<file path="config.mk">
export PLATFORM = sky130hd
export DESIGN_NAME = shift_distance_tracker
export DESIGN_NICKNAME = d
export VERILOG_FILES = /design/src/rtl/shift_distance_tracker_pkg.sv /design/src/rtl/leading_sign_count.sv /design/src/rtl/shift_distance_tracker.sv
export SDC_FILE = /design/constraint.sdc
export NUM_CORES = 1
export LEC_CHECK = 0
export ABC_AREA = 1
export CAP_MARGIN = 20
export CORE_MARGIN = 3
export CORE_UTILIZATION = 35
export DETAILED_ROUTE_END_ITERATION = 10
export SKIP_LAST_GASP = 1
export SLEW_MARGIN = 20
export SYNTH_ARGS = -nofsm -noshare
export SYNTH_HDL_FRONTEND = slang
export SYNTH_HIERARCHICAL = 1
export SYNTH_SLANG_ARGS = --single-unit
</file>
<file path="constraint.sdc">
create_clock -name clk_in -period 55.5 [get_ports clk_in]
set_input_delay 16.65 -clock clk_in [delete_from_list [all_inputs] [get_ports clk_in]]
set_output_delay 16.65 -clock clk_in [all_outputs]
set_load 0.03 [all_outputs]
</file>
<file path="src/rtl/shift_distance_tracker_pkg.sv">
// Shared types and helpers for the shift-distance normalizer and the
// leading-sign-count encoder.
package shift_distance_tracker_pkg;

    localparam int DIST_W = 8;

    typedef logic [DIST_W-1:0] dist_t;

    function automatic int calc_max_dist(input int in_width, input int out_width);
        return in_width - out_width;
    endfunction

    function automatic int calc_lsc_width(input int in_width);
        return $clog2(in_width);
    endfunction

    // Largest safe shift from a window minimum: subtract the margin, floor at 0,
    // clamp to the widest shift the slice stage can take.
    function automatic int calc_cand(input int min_lsc, input int headroom, input int max_dist);
        int c;
        c = min_lsc - headroom;
        if (c < 0) begin
            c = 0;
        end
        if (c > max_dist) begin
            c = max_dist;
        end
        return c;
    endfunction

endpackage

</file>
<file path="src/rtl/leading_sign_count.sv">
// Priority encoder: number of bits directly below the MSB that equal the MSB
// (0..IN_WIDTH-1). All-zero and all-ones inputs give IN_WIDTH-1.
module leading_sign_count #(
    parameter int IN_WIDTH = 88,
    localparam int CNT_W = $clog2(IN_WIDTH)
) (
    input  logic [IN_WIDTH-1:0] sample_i,
    output logic [CNT_W-1:0]    count_o
);

    logic run;

    always_comb begin
        count_o = '0;
        run     = 1'b1;
        for (int i = IN_WIDTH - 2; i >= 0; i--) begin
            if (run && (sample_i[i] == sample_i[IN_WIDTH-1])) begin
                count_o = count_o + CNT_W'(1);
            end else begin
                run = 1'b0;
            end
        end
    end

endmodule

</file>
<file path="src/rtl/shift_distance_tracker.sv">
// Automatic normalizer: tracks the minimum redundant-sign count per window and
// moves the slice shift distance with fast attack and held, +1-per-step decay.
module shift_distance_tracker
    import shift_distance_tracker_pkg::*;
#(
    parameter int IN_WIDTH     = 88,
    parameter int OUT_WIDTH    = 32,
    parameter int WINDOW_LOG2  = 10,
    parameter int HEADROOM     = 1,
    parameter int HOLD_WINDOWS = 4
) (
    input  logic                clk_in,
    input  logic                reset_n,
    input  logic [IN_WIDTH-1:0] data_in,
    input  logic                data_valid,
    input  logic                enable,
    input  logic [7:0]          manual_distance,
    output logic [7:0]          distance,
    output logic                distance_valid,
    output logic                overflow_flag
);

    localparam int MAX_DIST = calc_max_dist(IN_WIDTH, OUT_WIDTH);
    localparam int LSC_W    = calc_lsc_width(IN_WIDTH);
    localparam int HOLD_W   = (HOLD_WINDOWS > 1) ? $clog2(HOLD_WINDOWS) : 1;

    localparam dist_t                  MAX_DIST_D = dist_t'(MAX_DIST);
    localparam logic [LSC_W-1:0]       LSC_RESET  = LSC_W'(IN_WIDTH - 1);
    localparam logic [WINDOW_LOG2-1:0] WIN_LAST   = WINDOW_LOG2'((2 ** WINDOW_LOG2) - 1);
    localparam logic [HOLD_W-1:0]      HOLD_LAST  = HOLD_W'(HOLD_WINDOWS - 1);

    // Stage 1: registered sample.
    logic [IN_WIDTH-1:0]    data_q;
    logic                   valid_q, valid_d;

    // Stage 2: window and tracking state.
    logic [WINDOW_LOG2-1:0] win_cnt_q, win_cnt_d;
    logic [LSC_W-1:0]       min_lsc_q, min_lsc_d;
    logic                   ovf_acc_q, ovf_acc_d;
    logic [HOLD_W-1:0]      hold_q, hold_d;
    dist_t                  distance_q, distance_d;
    logic                   dist_valid_q, dist_valid_d;
    logic                   overflow_q, overflow_d;

    logic [LSC_W-1:0]       lsc;
    logic [LSC_W-1:0]       min_now;
    logic                   ovf_now;
    logic                   window_end;
    dist_t                  cand;
    dist_t                  manual_clamped;

    leading_sign_count #(
        .IN_WIDTH(IN_WIDTH)
    ) u_lsc (
        .sample_i(data_q),
        .count_o (lsc)
    );

    // Only samples seen while tracking is enabled may enter a window.
    assign valid_d = data_valid & enable;

    always_comb begin
        manual_clamped = (manual_distance > MAX_DIST_D) ? MAX_DIST_D : manual_distance;
        min_now        = (lsc < min_lsc_q) ? lsc : min_lsc_q;
        ovf_now        = ovf_acc_q | (int'(lsc) < int'(distance_q));
        cand           = dist_t'(calc_cand(int'(min_now), HEADROOM, MAX_DIST));
        window_end     = valid_q && (win_cnt_q == WIN_LAST);

        win_cnt_d    = win_cnt_q;
        min_lsc_d    = min_lsc_q;
        ovf_acc_d    = ovf_acc_q;
        hold_d       = hold_q;
        distance_d   = distance_q;
        dist_valid_d = 1'b0;
        overflow_d   = overflow_q;

        if (!enable) begin
            // Manual mode: any partial window is dropped, overflow_flag keeps its value.
            win_cnt_d    = '0;
            min_lsc_d    = LSC_RESET;
            ovf_acc_d    = 1'b0;
            hold_d       = '0;
            distance_d   = manual_clamped;
            dist_valid_d = (manual_clamped != distance_q);
        end else if (window_end) begin
            win_cnt_d    = '0;
            min_lsc_d    = LSC_RESET;
            ovf_acc_d    = 1'b0;
            overflow_d   = ovf_now;
            dist_valid_d = 1'b1;
            if (cand < distance_q) begin
                distance_d = cand;
                hold_d     = '0;
            end else if (cand > distance_q) begin
                if (hold_q == HOLD_LAST) begin
                    distance_d = distance_q + dist_t'(1);
                    hold_d     = '0;
                end else begin
                    hold_d     = hold_q + HOLD_W'(1);
                end
            end else begin
                hold_d = '0;
            end
        end else if (valid_q) begin
            win_cnt_d = win_cnt_q + WINDOW_LOG2'(1);
            min_lsc_d = min_now;
            ovf_acc_d = ovf_now;
        end
    end

    always_ff @(posedge clk_in or negedge reset_n) begin
        if (!reset_n) begin
            data_q       <= '0;
            valid_q      <= 1'b0;
            win_cnt_q    <= '0;
            min_lsc_q    <= LSC_RESET;
            ovf_acc_q    <= 1'b0;
            hold_q       <= '0;
            distance_q   <= '0;
            dist_valid_q <= 1'b0;
            overflow_q   <= 1'b0;
        end else begin
            data_q       <= data_in;
            valid_q      <= valid_d;
            win_cnt_q    <= win_cnt_d;
            min_lsc_q    <= min_lsc_d;
            ovf_acc_q    <= ovf_acc_d;
            hold_q       <= hold_d;
            distance_q   <= distance_d;
            dist_valid_q <= dist_valid_d;
            overflow_q   <= overflow_d;
        end
    end

    assign distance       = distance_q;
    assign distance_valid = dist_valid_q;
    assign overflow_flag  = overflow_q;

endmodule
</file>
==> impl_metrics.toml, run 1 <==
[drt]
wire_per_inst_um = 9.96
drc_errors = 0
routed_wl_mm = 34.4
ant_nets = 0
via_per_inst = 4.53
drt_iter0_drc = 559
drtPass1Iterations = 5
num_vias = 15631

[finish]
syn2layout_area_growth_pct = 16.8
fin_cells = 3452
nNetsFinal = 3053
drive_gt1_frac = 0.104
final_util = 0.415

[floorplanning]
die-area_um2 = 47500
start_util = 0.355
die_y_um = 218
coreArea_um2 = 44300
io_pins = 110
rows = 77
die_w_um = 218

[sta]
setup_viol = 0
finalCritPeriodShare = 0.934
tightest_slew_ns = 0.711
relSlewSlack = 0.526
fin_worst_skew_ns = 0.0110
setup-tns-final_ns = 0
hold_violations = 0
maxSlewViolCount = 0
fin_crit_ns = 51.82
fmax_mhz = 19.3
whs_ns = 0.503

[clock_network]
cts_tree = "yes"
cts_buffers = 17
cts_root_buf = "clkbuf_16"
clk_latency_ns = 0.46
ctsHoldBuffers = 0
htreeDepth = 4
cts_sinks = 119
cts.clk_slew.worst_paths_ns = 0.06
clockBufferDepth = 2

[global_route]
grt_pass1_vias = 14695
grt_max_degree = 70
antenna_found_initial = 0
overflow = 0
grt_pass1_wl_mm = 60.5
grt_usage = 0.149

[power]
power_density_nw_per_um2 = 16.8
vdd_ir_drop_max_v = 0.0000178
p_leak_nw = 9.98

[synth]
ys_seq_area_frac = 0.190
synthesis.nets = 2918
postSynthCellCount = 2711
syn_avg_cell_area_um2 = 5.80
synth.distinct_cells = 55
yosys_warnings = 6
syn_area_um2 = 15700
ys_ff_latch = 119

[critical_path]
critPathKind = "flip-flop to flip-flop"
startpoint_type = "flip-flop"
critPathBufInv = 49
crit_family = "adder cells"
cp-end-kind = "flip-flop"
path_max_fanout = 32
slowest_stage = "dfrtp_4"
cp.required_ns = 55.88
critPathMaxStageDelay_ns = 0.53
worstPathArrival_ns = 52.19
r2r_slack_ns = 3.68
cp_common_cell = "nand2_1"

[min_path]
hold_class = "flip-flop to flip-flop"

[placed_design]
dp_hpwl_mm = 27.9
dp_cells = 3399
gp_congestion = 0.839
numPortBuffers = 109

[flow_run]
cap_violations = 0

[run_status]
status = "complete, no violations"
-- repair_timing --
action                                 in CTS  in global routing
endpoints found under the hold margin       0                  0
resized for setup                           0                 34
setup endpoints to repair                   0                 10
setup buffers                               0                 19
-- registers in the layout, indices dropped and copies added (netlist names) --
signal and count:
distance_valid 1, min_lsc_q 7, ovf_acc_q 1, distance 8, data_q 88, overflow_flag 1
valid_q 1, hold_q 2, win_cnt_q 10
-- layer usage --
metal  global-route usage  share of wire  vias up
li1                     -              -     8653
met1                0.181           0.47     6834
met2                0.265           0.48      118
met3               0.0301          0.029       26
met4               0.0433          0.016        0
met5                    0              0        -
-- per-stage QoR --
| step | worst slack, ns | power, W | instance area [um^2] |
|---|---|---|---|
| after floorplan | 6.23 | 0.000159 | 15700 |
| after global placement | 3.29 | 0.000185 | 17500 |
| after detailed placement | 1.74 | 0.000188 | 17500 |
| after CTS | 1.59 | 0.000311 | 18100 |
| after global routing | -0.0571 | 0.000332 | 18400 |
| final | 3.68 | 0.000308 | 18400 |
-- cell usage after synthesis, drive strengths merged --
cell	n	area, um^2
conb	1	3.75
and3	2	12.5
o2111ai	2	17.5
o21ai	44	239
a221oi	1	8.76
o21bai	1	7.51
nand3	313	1850
clkbuf	8	30.0
nor4	1	6.26
a31oi	1	6.26
nor2	396	1540
inv	549	2060
nor3	30	155
xnor2	30	263
a211oi	2	15.0
a21oi	72	383
dfstp	5	131
a22oi	1	7.51
o21a	5	37.5
o22ai	11	68.8
a21o	2	15.0
nand4	33	206
ha	107	1340
a21boi	2	15.0
o211ai	11	82.6
dfrtp	114	2850
clkinv	4	15.0
o31ai	1	7.51
buf	7	46.3
or2	42	263
xor2	52	470
nand2	837	3370
or3	2	12.5
and2	4	25.0
nand3b	18	165
-- cell usage in the layout (no fill, tap or decap), types with 6 or more instances in the layout --
cell,count
nor2_2,8
inv_1,529
nand3_1,257
nand2_4,6
nand2_2,81
or2_2,37
a21oi_1,69
nand2_1,750
dfrtp_1,113
buf_4,18
xor2_1,50
inv_2,20
o21ai_1,12
clkdlybuf4s50_1,108
nand3b_1,10
o21ai_2,6
xnor2_1,30
o22ai_1,11
ha_1,106
o211ai_1,11
nor2_1,382
nor3_1,29
clkbuf_16,18
nand3_2,55
o21ai_0,25
nand3b_2,8
nand4_1,33
-- final timing paths --
kind	startpoint	to	cells past startpoint
worst max-delay path	data_q[87]	distance[7]	324
worst min-delay path	hold_q[0]	hold_q[0]	1
worst max register to register	data_q[87]	distance[7]	324
worst min register to register	hold_q[0]	hold_q[0]	1
max in group asynchronous	reset_n	win_cnt_q[2]	2
min in group asynchronous	reset_n	distance[2]	1
-- area by class of cell --
type                       instances  area (um^2)
antenna                            1         2.50
tap                              592          741
sequential                       119         2990
multi-input combinational       2024        10700
fill                            4702        25900
timing repair buffer             131         1300
inverter                         553         2080
clock inverter                    13          168
clock buffer                      19          453
-- report_power, final --
part / internal [W] / switching [W]
Combinational: 0.0000363 / 0.0000538
Clock: 0.0000733 / 0.0000456
Sequential: 0.0000930 / 0.00000604
Total: 0.000203 / 0.000105
-- logic make-up after synthesis --
group | count (synthesis) | share of synthesized area
buffers and inverters | 568 | 0.137
and+or+nand+nor | 1678 | 0.484
AOI/OAI and AO/OA | 156 | 0.0579
other | 1 | 0.000238
xor gates and xnor gates | 82 | 0.0466
DFF | 119 | 0.190
adders and majority gates | 107 | 0.0851
Note: power is estimated with default switching activity, not from simulation.
==> run 2, diff against run 1 <==
==> constraint.sdc (replaced) <==
create_clock -name clk_in -period 43.9 [get_ports clk_in]
set_input_delay 13.17 -clock clk_in [delete_from_list [all_inputs] [get_ports clk_in]]
set_output_delay 13.17 -clock clk_in [all_outputs]
set_load 0.03 [all_outputs]
==> run 2 against run 1 <==
The flow now finishes with violations (negative setup slack). Die area is the same. Worst setup slack lost 4.4 ns. Final cell count grew 5.5%. Global-route usage grew 1.0 points. Power grew 45%. Routed wire length grew 14%.
==> impl_metrics.toml, run 2 (synthesized netlist as in run 1, its figures left out) <==
[floorplanning]
rows = 77
io_pins = 110
coreArea_um2 = 44300
die-area_um2 = 47500
die_y_um = 218
start_util = 0.355
die_w_um = 218

[drt]
ant_nets = 0
wire_per_inst_um = 10.7
via_per_inst = 4.56
drt_iter0_drc = 716
num_vias = 16621
drtPass1Iterations = 5
routed_wl_mm = 39.1
drc_errors = 0

[critical_path]
r2r_start = "data_q[87]"
worstRegToRegCells = 324
worstPathArrival_ns = 45.03
cp_common_cell = "nand2_2"
cp-end-kind = "flip-flop"
slowest_stage = "dfrtp_4"
critPathKind = "flip-flop to flip-flop"
path_max_fanout = 7
regToRegEndpoint = "distance[0]"
r2r_slack_ns = -0.72
cp.required_ns = 44.31
critPathMaxStageDelay_ns = 0.53
startpoint_type = "flip-flop"

[sta]
relSlewSlack = 0.405
tightest_slew_ns = 0.892
fmax_mhz = 22.4
finalCritPeriodShare = 1.02
hold_violations = 0
fin_ws_ns = -0.724
whs_ns = 0.490
fin_worst_skew_ns = 0.0173
setup-tns-final_ns = -6.71
setup_viol = 10
rsz0062_at_grt = "yes"
fin_crit_ns = 44.62
maxSlewViolCount = 0

[global_route]
grt_max_degree = 69
overflow = 0
antenna_found_initial = 2
grt_usage = 0.159
grt_pass1_vias = 15459
grt_pass1_wl_mm = 64.2

[clock_network]
cts_tree = "yes"
cts_root_buf = "clkbuf_16"
htreeDepth = 4
clk_latency_ns = 0.48
cts_buffers = 17
clockBufferDepth = 2
ctsHoldBuffers = 0
cts.clk_slew.worst_paths_ns = 0.07
cts_sinks = 119

[finish]
final_common_cell = "nand2_1"
seq_area_um2 = 2990
mostFrequentLayoutCells = "nand2_1 (651), inv_1 (488), nor2_1 (374)"
nFillCells = 4422
syn2layout_area_growth_pct = 35.3
drive_gt1_frac = 0.239
top_register = "data_q"
largest_reg_flops = 88
multi_input_area_um2 = 12200
nNetsFinal = 3243

[power]
p_total_w = 0.000448
p_leak_nw = 11.1
power_density_nw_per_um2 = 21.0
vdd_ir_drop_max_v = 0.0000321

[placed_design]
numPortBuffers = 109
gp_congestion = 0.814
dp_hpwl_mm = 28.9

[run_status]
violations = "negative setup slack"
status = "complete, but fails checks"

[min_path]
hp-start = "hold_q[0]"
hold_class = "flip-flop to flip-flop"
whs_endpoint = "hold_q[0]"
hold_depth = 1

[flow_run]
cap_violations = 0
[run 2: changes by cell type in the layout (fill, tap and decap cells not counted), moves of 41 or more]
cell / before / now
ha_4: 0 / 57
buf_4: 18 / 204
ha_1: 106 / 49
nand2_1: 750 / 651
inv_1: 529 / 488
nand2_2: 81 / 149
[run 2: worst max-delay path, delay by kind of cell (launching register included)]
kind	cells	cell delay [ns]
buf+inv	49	2.49
fa+ha+maj	86	21.09
compound gates	23	2.69
flops	1	0.53
simple gates	166	17.77
[run 2: metrics by stage]
stage | setup slack (ns) | util | area (um^2) | std cells
3_5_place_dp | -2.35 | 0.419 | 18600 | 3519
5_1_grt | -2.79 | 0.480 | 21300 | 3641
4_1_cts | -2.09 | 0.448 | 19900 | 3612
2_1_floorplan | -0.309 | - | 15900 | 2711
6_report | -0.724 | 0.480 | 21300 | 3642
3_3_place_gp | -1.03 | 0.419 | 18600 | 3519
[run 2: worst max path at each step]
stage          startpoint           to  depth (start not counted)
2_1_floorplan  data_q[87]  distance[3]                        323
3_3_place_gp   data_q[87]  distance[0]                        323
3_5_place_dp   data_q[87]  distance[0]                        322
4_1_cts        data_q[87]  distance[3]                        325
5_1_grt        data_q[87]  distance[0]                        323
6_report       data_q[87]  distance[0]                        324
[run 2: cell type report]
class | instances | area share
sequential | 119 | 0.140
multi-input combinational | 2024 | 0.572
antenna | 1 | 0.000118
clock buffer | 17 | 0.0200
tap | 592 | 0.0348
timing repair buffer | 321 | 0.127
clock inverter | 15 | 0.00817
inverter | 553 | 0.0976
[run 2: what timing repair did]
item | CTS | global route
buffers inserted | 61 | 36
setup endpoints to repair | 19 | 19
pin swaps | 67 | 172
gates resized for setup | 54 | 252
[run 2: power breakdown]
part / switching [W] / total, W / internal [W]
Clock: 0.0000674 / 0.000149 / 0.0000813
Sequential: 0.00000801 / 0.000125 / 0.000117
Combinational: 0.0000924 / 0.000174 / 0.0000814
[run 2: metal layers]
layer  share of wire  global-route usage  vias to the layer above
met5               0                   0                        -
met4           0.022              0.0570                        0
met3           0.029              0.0293                       48
met2            0.49               0.283                      172
met1            0.46               0.192                     7344
li1                -                   -                     9057
